File: src/rtl/fetch_pc_ctrl_if.sv
// Fetch-control bus: hazard/EX requests toward the PC controller and the fetch status back.
// The master drives stall/redirect requests; the slave is the PC controller.
interface fetch_pc_ctrl_if #(
    parameter int WIDTH = 9
);
    logic             stall;
    logic             pc_sel;
    logic [31:0]      branch_pc;
    logic [WIDTH-1:0] pc;
    logic             if_valid;
    logic             flush_ifid;
    logic             flush_idex;
    logic             halted;
    logic             misalign_err;
    logic [15:0]      redirect_cnt;

    modport master (
        output stall, pc_sel, branch_pc,
        input  pc, if_valid, flush_ifid, flush_idex, halted, misalign_err, redirect_cnt
    );

    modport slave (
        input  stall, pc_sel, branch_pc,
        output pc, if_valid, flush_ifid, flush_idex, halted, misalign_err, redirect_cnt
    );
endinterface

File: src/rtl/fetch_pc_ctrl.sv
// Program-counter controller for the fetch stage.
// Handles the warm-up cycle, sequential fetch, stalls, EX redirects, the halt redirect and misaligned targets.
module fetch_pc_ctrl #(
    parameter int               WIDTH    = 9,
    parameter logic [WIDTH-1:0] RESET_PC = '0
) (
    input  logic           clk,
    input  logic           rst_n,
    fetch_pc_ctrl_if.slave bus
);
    localparam logic [1:0]  ST_WARMUP  = 2'd0;
    localparam logic [1:0]  ST_RUN     = 2'd1;
    localparam logic [1:0]  ST_HALTED  = 2'd2;
    localparam logic [31:0] HALT_TARGET = 32'hFFFF_FFFF;

    logic [1:0]       state_q, state_d;
    logic [WIDTH-1:0] pc_q, pc_d;
    logic             halted_q, halted_d;
    logic             misalign_q, misalign_d;
    logic [15:0]      cnt_q, cnt_d;

    logic in_run;
    logic is_halt_target;
    logic is_misaligned;
    logic take_halt;
    logic take_misalign;
    logic take_redirect;

    assign in_run         = (state_q == ST_RUN);
    assign is_halt_target = (bus.branch_pc == HALT_TARGET);
    assign is_misaligned  = (bus.branch_pc[1:0] != 2'b00);

    // The halt value is itself misaligned, so it is decoded first.
    assign take_halt     = in_run & bus.pc_sel & is_halt_target;
    assign take_misalign = in_run & bus.pc_sel & ~is_halt_target & is_misaligned;
    assign take_redirect = in_run & bus.pc_sel & ~is_halt_target & ~is_misaligned;

    always_comb begin
        state_d    = state_q;
        pc_d       = pc_q;
        halted_d   = halted_q;
        misalign_d = misalign_q;
        cnt_d      = cnt_q;
        case (state_q)
            ST_WARMUP: begin
                state_d = ST_RUN;
            end
            ST_RUN: begin
                if (take_halt) begin
                    state_d  = ST_HALTED;
                    halted_d = 1'b1;
                end else if (take_misalign) begin
                    state_d    = ST_HALTED;
                    halted_d   = 1'b1;
                    misalign_d = 1'b1;
                end else if (take_redirect) begin
                    pc_d = bus.branch_pc[WIDTH-1:0];
                    if (cnt_q != 16'hFFFF) begin
                        cnt_d = cnt_q + 16'd1;
                    end
                end else if (!bus.stall) begin
                    pc_d = pc_q + WIDTH'(3'd4);
                end
            end
            ST_HALTED: begin
                state_d = ST_HALTED;
            end
            default: begin
                state_d = ST_WARMUP;
            end
        endcase
    end

    always_ff @(posedge clk or negedge rst_n) begin
        if (!rst_n) begin
            state_q    <= ST_WARMUP;
            pc_q       <= RESET_PC;
            halted_q   <= 1'b0;
            misalign_q <= 1'b0;
            cnt_q      <= 16'd0;
        end else begin
            state_q    <= state_d;
            pc_q       <= pc_d;
            halted_q   <= halted_d;
            misalign_q <= misalign_d;
            cnt_q      <= cnt_d;
        end
    end

    // Any accepted pc_sel in RUN (redirect, halt or misaligned) squashes the younger stages.
    assign bus.pc           = pc_q;
    assign bus.if_valid     = in_run & ~bus.stall & ~bus.pc_sel;
    assign bus.flush_ifid   = in_run & bus.pc_sel;
    assign bus.flush_idex   = in_run & bus.pc_sel;
    assign bus.halted       = halted_q;
    assign bus.misalign_err = misalign_q;
    assign bus.redirect_cnt = cnt_q;
endmodule
File: src/flat_wrapper.sv
// flat-port wrapper written by rule: the top's interface ports become plain ports
module fetch_pc_ctrl_flat 
#(
    parameter int               WIDTH    = 9,
    parameter logic [WIDTH-1:0] RESET_PC = '0
)
  (clk, rst_n, bus_stall, bus_pc_sel, bus_branch_pc, bus_pc, bus_if_valid, bus_flush_ifid, bus_flush_idex, bus_halted, bus_misalign_err, bus_redirect_cnt);
  fetch_pc_ctrl_if #(.WIDTH(WIDTH)) bus_i ();
  input  logic clk;
  input  logic rst_n;
  input wire logic [$bits(bus_i.stall)-1:0] bus_stall;
  input wire logic [$bits(bus_i.pc_sel)-1:0] bus_pc_sel;
  input wire logic [$bits(bus_i.branch_pc)-1:0] bus_branch_pc;
  output wire logic [$bits(bus_i.pc)-1:0] bus_pc;
  output wire logic [$bits(bus_i.if_valid)-1:0] bus_if_valid;
  output wire logic [$bits(bus_i.flush_ifid)-1:0] bus_flush_ifid;
  output wire logic [$bits(bus_i.flush_idex)-1:0] bus_flush_idex;
  output wire logic [$bits(bus_i.halted)-1:0] bus_halted;
  output wire logic [$bits(bus_i.misalign_err)-1:0] bus_misalign_err;
  output wire logic [$bits(bus_i.redirect_cnt)-1:0] bus_redirect_cnt;
  assign bus_i.stall = bus_stall;
  assign bus_i.pc_sel = bus_pc_sel;
  assign bus_i.branch_pc = bus_branch_pc;
  assign bus_pc = bus_i.pc;
  assign bus_if_valid = bus_i.if_valid;
  assign bus_flush_ifid = bus_i.flush_ifid;
  assign bus_flush_idex = bus_i.flush_idex;
  assign bus_halted = bus_i.halted;
  assign bus_misalign_err = bus_i.misalign_err;
  assign bus_redirect_cnt = bus_i.redirect_cnt;
  fetch_pc_ctrl #(.WIDTH(WIDTH), .RESET_PC(RESET_PC)) u_core (.clk(clk), .rst_n(rst_n), .bus(bus_i));
endmodule
File: config.mk
export PLATFORM = sky130hd
export DESIGN_NAME = fetch_pc_ctrl_flat
export DESIGN_NICKNAME = d
export VERILOG_FILES = /design/src/rtl/fetch_pc_ctrl_if.sv /design/src/rtl/fetch_pc_ctrl.sv /design/src/flat_wrapper.sv
export SDC_FILE = /design/constraint.sdc
export NUM_CORES = 1
export LEC_CHECK = 0
export CAP_MARGIN = 30
export CORE_ASPECT_RATIO = 0.75
export CORE_MARGIN = 1
export CORE_UTILIZATION = 42
export DETAILED_ROUTE_END_ITERATION = 16
export PLACE_DENSITY_LB_ADDON = 0.05
export SLEW_MARGIN = 20
export SYNTH_ARGS = -nofsm -noshare
export SYNTH_HDL_FRONTEND = slang
export SYNTH_SLANG_ARGS = --single-unit
File: constraint.sdc
create_clock -name clk -period 1.97 [get_ports clk]
set_input_delay 0.394 -clock clk [delete_from_list [all_inputs] [get_ports clk]]
set_output_delay 0.394 -clock clk [all_outputs]
set_load 0.01 [all_outputs]
==> results_dict.tcl, run 1 <==
set metrics [dict create \
    synth_edf_count 0 \
    worstSkewPairLatency_ps 280 \
    rsz0062_at_grt "no" \
    switching_share_pct 31.52 \
    power_w 0.001993 \
    hold_buffers 0 \
    drt_iter0_markers 81 \
    max_freq_mhz 544.8 \
    overflow 0 \
    worstPathCellList "inv_1 > ha_1 > and4bb_4 > nand3_1 > buf_4 > nor4_2 > xor2_1" \
    area_growth_pct 55.69 \
    synth_cell_type_count 35 \
    fin_crit_sh_pct 93.18 \
    grt_antenna_before_repair 0 \
    clock_skew_ps 8.854 \
    yosys_warnings 0 \
    drc 8 \
    clockBufferDepth 2 \
    post-route-util_pct 69.89 \
    outcome "finished with violations" \
    io_pins 66 \
    crit_fanout 5 \
    synth_top_area_share_pct 47.85 \
    chipHeight_microns 54.04 \
    firstDrtPassIters 10 \
    crit_family "simple AND/OR/NAND/NOR gates" \
    rows 18 \
    hp-class "flip-flop to flip-flop" \
    maxCapViolCount 0 \
    core_area_sq_um 3378 \
    syn-cell-area_sq_um 1516 \
    critPathArrivalTime_ps 2030 \
    nFillCells 256 \
    avgSynthCellArea_sq_um 10.83 \
    violations "DRC" \
    port-buffer-count 65 \
    initial_utilization_pct 44.89 \
    cts.clk_slew.worst_paths_ps 60 \
    cp_slowest_cell "dfrtp_1" \
    routabilityCongestion 0.7579 \
    fin_nets 260 \
    min_from "u_core.bus.misalign_err" \
    p_int_w 0.001365 \
    vias_per_cell 5.276 \
    yosysTopAreaCell "dfrtp_1" \
    power_switching_w 0.0006284 \
    cts_sinks 29 \
    dpl_cell_area_sq_um 2270 \
    crit_buf_inv 2 \
    syn_inst 140 \
    p_leak_nw 1.055 \
    finalSetupViolCount 0 \
    reg2reg_from "u_core.state_q[1]" \
    ir_drop_mv 0.6338 \
    min_period_ps 1836 \
    stdcell_area_sq_um 2361 \
    synth-async-reset-ratio_pct 100.0 \
    hold_viol_final 0 \
    dieWidth_microns 71.39 \
    global_route.usage.met1_pct 25.47 \
    cts_made_buffers 5 \
    stdcell_count 261 \
    p_comb_share_pct 33.5 \
    worstPathRequired_ps 2160 \
    cts_max_level 2 \
    busiest_layer "met2" \
    ys_seq_area_share_pct 47.85 \
    crit_start "u_core.state_q[1]" \
    grt_pass1_wl_mm 5.996 \
    report.final.slew_viol_count 0 \
    drive_gt1_share_pct 14.03 \
    ant_nets 0 \
    yosys_register_bits 29 \
    synth_area_leaders "dfrtp_1 48%, xor2_1 9.8%, nand4_1 5.4%" \
    finalWorstSetupSlack_ps 134.4 \
    seq_power_share_pct 43.3 \
    synthesis.nets 180 \
    pwr-share-clk_pct 23.2 \
    use_met2_pct 36.35 \
    path_class "flip-flop to flip-flop" \
    crit_path_max_incr_delay_ps 360 \
    cp-start-kind "flip-flop" \
    max_slew_margin_pct 76.07 \
    tightest_slew_ps 355.7 \
    grt_pass1_vias 1310 \
    grt_usage_pct 21.35 \
    placedCellCount 252 \
    synth_ff_type "dfrtp_1" \
    cts_tree "done" \
    antenna_cells 0 \
    grt_use_met3_pct 6.367 \
    vias 1377 \
    endpoint_kind "flip-flop" \
    cts_root_buffer "clkbuf_8" \
    wl_per_cell_microns 14.64 \
    powerDensity_nw_per_um2 844.2 \
    hpwlAfterDp_mm 2.917 \
    dieArea_sq_um 3858 \
    routed_wl_mm 3.822 \
    grt_start_max_net_pins 30 \
    place_ws_ps -198.3 \
]
cell usage in the layout, fill, tap and decap left out, drive strengths merged, types with 4 or more instances in the layout:
cell type,n
xor2,17
buf,11
dlygate4sd2,4
nor3,5
dfrtp,29
o21ai,10
clkbuf,6
ha,4
nor4,8
nor2,4
clkdlybuf4s50,61
inv,5
nand2,16
nand4,15
layout make-up:
cell class / count / area (sq um) / share of cell area [%]
Sequential cell: 29 / 725.7 / 30.74
Multi-Input combinational cell: 103 / 755.7 / 32.01
Clock buffer: 6 / 72.57 / 3.074
Timing Repair Buffer: 76 / 728.2 / 30.84
Clock inverter: 2 / 10.01 / 0.4240
Inverter: 5 / 18.77 / 0.7949
Tap cell: 40 / 50.05 / 2.120
power by group through the flow:
stage	clock [W]	combinational [W]	sequential, W
6_report	0.000462	0.000667	0.000864
5_1_grt	0.000498	0.000731	0.000882
4_1_cts	0.000469	0.000672	0.000866
3_5_place_dp	0	0.000678	0.000868
3_3_place_gp	0	0.000661	0.000861
2_1_floorplan	0	0.000249	0.000890
flip-flops by register name, indices dropped and copies added (netlist names):
| register | flops |
|---|---|
| u_core.bus.misalign_err | 1 |
| u_core.state_q | 2 |
| u_core.bus.pc | 9 |
| u_core.bus.halted | 1 |
| u_core.bus.redirect_cnt | 16 |
through the flow:
step	setup TNS (ps)	hold WS [ps]
finish	0	460.5
global route	0	480.7
CTS	0	460.9
detailed placement	-1174	447.9
global placement	-602.8	448.4
floorplan	0	98.41
per-layer routing:
metal | vias to the layer above | share of wire [%]
met5 | - | 0
met4 | 0 | 1.5
met3 | 7 | 9.4
li1 | 663 | -
met1 | 647 | 43
met2 | 60 | 46
logic make-up after synthesis:
kind of cell / Yosys count / share of synthesized area [%]
simple gates: 65 / 28.71
flops: 29 / 47.86
xor+xnor: 20 / 11.55
compound gates: 12 / 4.209
buf+inv: 8 / 2.723
fa+ha+maj: 4 / 3.300
mux: 2 / 1.650
synth_stat cells (2+ instances only):
master	count
nor4_1	6
nor3_1	4
o21ai_0	10
ha_1	4
inv_1	5
nor2b_1	3
dfrtp_1	29
nand4_1	13
xnor2_1	3
nor3b_1	2
or3_1	2
nand3_1	3
nor2_1	3
xor2_1	17
nand2_1	16
what timing repair did:
action / CTS / global route
resized for setup: 4 / 1
setup buffers: 0 / 1
pin swaps: 0 / 1
endpoints found under the setup margin: 3 / 4
final timing paths:
path	endpoint	slack (ps)	cells past startpoint
max	u_core.bus.redirect_cnt[14]	130	7
min	u_core.bus.misalign_err	460	1
max reg2reg	u_core.bus.redirect_cnt[14]	130	7
min reg2reg	u_core.bus.misalign_err	460	1
max in group asynchronous	u_core.bus.pc[1]	1200	2
min in group asynchronous	u_core.bus.redirect_cnt[8]	500	2
(Power assumes the default switching activity.)
==> run 2, diff against run 1 <==
--- a/config.mk
+++ b/config.mk
@@ -9,7 +9,9 @@
 export CORE_ASPECT_RATIO = 0.75
 export CORE_MARGIN = 1
 export CORE_UTILIZATION = 42
+export CTS_CLUSTER_SIZE = 16
 export DETAILED_ROUTE_END_ITERATION = 16
+export GPL_TIMING_DRIVEN = 0
 export PLACE_DENSITY_LB_ADDON = 0.05
 export SLEW_MARGIN = 20
 export SYNTH_ARGS = -nofsm -noshare
==> run 2 against run 1 <==
  * The run still ends with DRC left
  * Utilization decreased by 0.63 points
  * Maximum frequency fell by 1.8%
  * Critical path depth down 1
  * Sequential power grew 2%
  * Setup slack lost 33 ps
  * Clock-buffer cell count rose by 2
  * First-iteration DRC count is 3.7% higher
  * Combinational power barely moved
  * Sequential share of layout area rose by 0.33 points
  * Wire length is 2.3% higher
  * Critical path type unchanged
==> results_dict.tcl, run 2 (synthesized netlist as in run 1, its figures left out) <==
set metrics [dict create \
    crit_start "u_core.bus.redirect_cnt[1]" \
    fin_crit_sh_pct 94.84 \
    initial_utilization_pct 44.89 \
    crit_family "simple AND/OR/NAND/NOR gates" \
    crit_cells 6 \
    finalSetupViolCount 0 \
    hpwlAfterDp_mm 2.929 \
    chipHeight_microns 54.04 \
    post-route-util_pct 69.26 \
    worstPathRequired_ps 2120 \
    io_pins 66 \
    hold_viol_final 0 \
    port-buffer-count 65 \
    antenna_cells 0 \
    rows 18 \
    worstSkewPairLatency_ps 280 \
    core_area_sq_um 3378 \
    crit_path_max_incr_delay_ps 450 \
    wl_per_cell_microns 15.39 \
    dieArea_sq_um 3858 \
    worstPathCellList "ha_1 > nand4_1 > nor4_4 > buf_6 > nor3_1 > xor2_1" \
    firstDrtPassIters 10 \
    min_period_ps 1868 \
    crit_path_end "u_core.bus.redirect_cnt[6]" \
    endpoint_kind "flip-flop" \
    max_freq_mhz 535.2 \
    routed_wl_mm 3.910 \
    dieWidth_microns 71.39 \
    stdcell_area_sq_um 2340 \
    cts.clk_slew.worst_paths_ps 60 \
    ant_nets 0 \
    vias_per_cell 5.260 \
    report.final.slew_viol_count 0 \
    crit_buf_inv 1 \
    cts_made_buffers 5 \
    final_common_cell "clkdlybuf4s50_1" \
    critPathArrivalTime_ps 2020 \
    tightest_slew_ps 640.1 \
    cts_sinks 29 \
    path_class "flip-flop to flip-flop" \
    cts_max_level 2 \
    r2r_setup_slack_ps 100 \
    rsz0062_at_grt "no" \
    cp-start-kind "flip-flop" \
    worstRegToRegCells 6 \
    violations "DRC" \
    grt_pass1_vias 1249 \
    drc 8 \
    area_growth_pct 54.29 \
    routabilityCongestion 0.7394 \
    grt_usage_pct 20.97 \
    final_cell_mix "60 x clkdlybuf4s50_1, 28 x dfrtp_1, 17 x xor2_1" \
    grt_start_max_net_pins 30 \
    max_slew_margin_pct 57.33 \
    dpl_cell_area_sq_um 2212 \
    grt_pass1_wl_mm 5.851 \
    drt_iter0_markers 84 \
    hp-class "primary input to asynchronous set/reset pin" \
    outcome "finished with violations" \
    grt_antenna_before_repair 0 \
    cp_slowest_cell "nor4_4" \
    clockBufferDepth 2 \
    largest_reg_flops 16 \
    vias 1336 \
    p_leak_nw 1.011 \
    rr_endpoint "u_core.bus.redirect_cnt[6]" \
    cts_root_buffer "clkbuf_8" \
    cts_tree "done" \
    clock_skew_ps 3.721 \
    crit_fanout 10 \
    maxCapViolCount 0 \
    ir_drop_mv 0.6408 \
    powerDensity_nw_per_um2 856.9 \
    drive_gt1_share_pct 13.55 \
    fin_nets 253 \
    nFillCells 275 \
    overflow 0 \
    reg2reg_from "u_core.bus.redirect_cnt[1]" \
]
==> run 2: changes by cell type in the layout (fill, tap and decap cells not counted), moves of 2 or more <==
cell | previous run | this run
buf_4 | 11 | 2
clkbuf_1 | 1 | 4
nor4_2 | 2 | 5
clkinv_2 | 2 | 0
nor4_1 | 5 | 2
==> run 2: final cells by class <==
type | instances | area (sq um) | share of cell area [%]
clock buffer | 8 | 80.08 | 3.422
multi-input combinational | 103 | 793.3 | 33.90
buffer | 3 | 22.52 | 0.9626
sequential | 29 | 726.9 | 31.07
inverter | 5 | 18.77 | 0.8021
tap | 40 | 50.05 | 2.139
timing repair buffer | 66 | 648.1 | 27.70
==> run 2: worst min-delay path by stage <==
stage	slack (ps)	start	cells past startpoint	to
6_report	140	rst_n	1	u_core.bus.redirect_cnt[4]
2_1_floorplan	100	rst_n	0	u_core.bus.halted
3_5_place_dp	450	u_core.bus.misalign_err	1	u_core.bus.misalign_err
3_3_place_gp	450	u_core.bus.misalign_err	1	u_core.bus.misalign_err
4_1_cts	160	rst_n	1	u_core.bus.redirect_cnt[6]
5_1_grt	190	rst_n	1	u_core.bus.redirect_cnt[6]
==> run 2: power by group <==
part	switching (W)	internal [W]	total, W
Clock	0.000209	0.000250	0.000459
Sequential	0.000153	0.000724	0.000877
Combinational	0.000272	0.000397	0.000669
==> run 2: worst register-to-register path, delay by kind of cell, from the launching register on <==
| family | cells | cell delay (ps) |
|---|---|---|
| XOR/XNOR | 1 | 150 |
| AND/OR/NAND/NOR | 3 | 690 |
| adder cells (fa/ha/maj) | 1 | 250 |
| buffers and inverters | 1 | 230 |
| flip-flops | 1 | 440 |
==> run 2: routing by layer <==
layer	GRT usage [%]	up-vias	part of all wire (%)
met1	25.29	637	43
met3	6.180	5	8.0
met4	8.000	0	1.0
met5	0	-	0
met2	36.19	47	48
li1	-	647	-
==> run 2: what timing repair did <==
item | in CTS | in global routing
hold endpoints to repair | 0 | 0
gates resized for setup | 6 | 7
hold buffers | 0 | 0
endpoints found under the setup margin | 3 | 5
setup buffers | 1 | 0
==> run 2: metrics by stage <==
stage	setup WS (ps)	hold WS [ps]	std cells	TNS, ps	power [W]
2_1_floorplan	297.0	98.41	140	0	0.001139
3_3_place_gp	-289.5	450.3	245	-1776	0.001506
3_5_place_dp	-319.1	448.8	245	-2649	0.001529
4_1_cts	42.00	160.0	254	0	0.002002
5_1_grt	0.4976	190.0	254	0	0.002131
6_report	101.6	135.1	254	0	0.002005
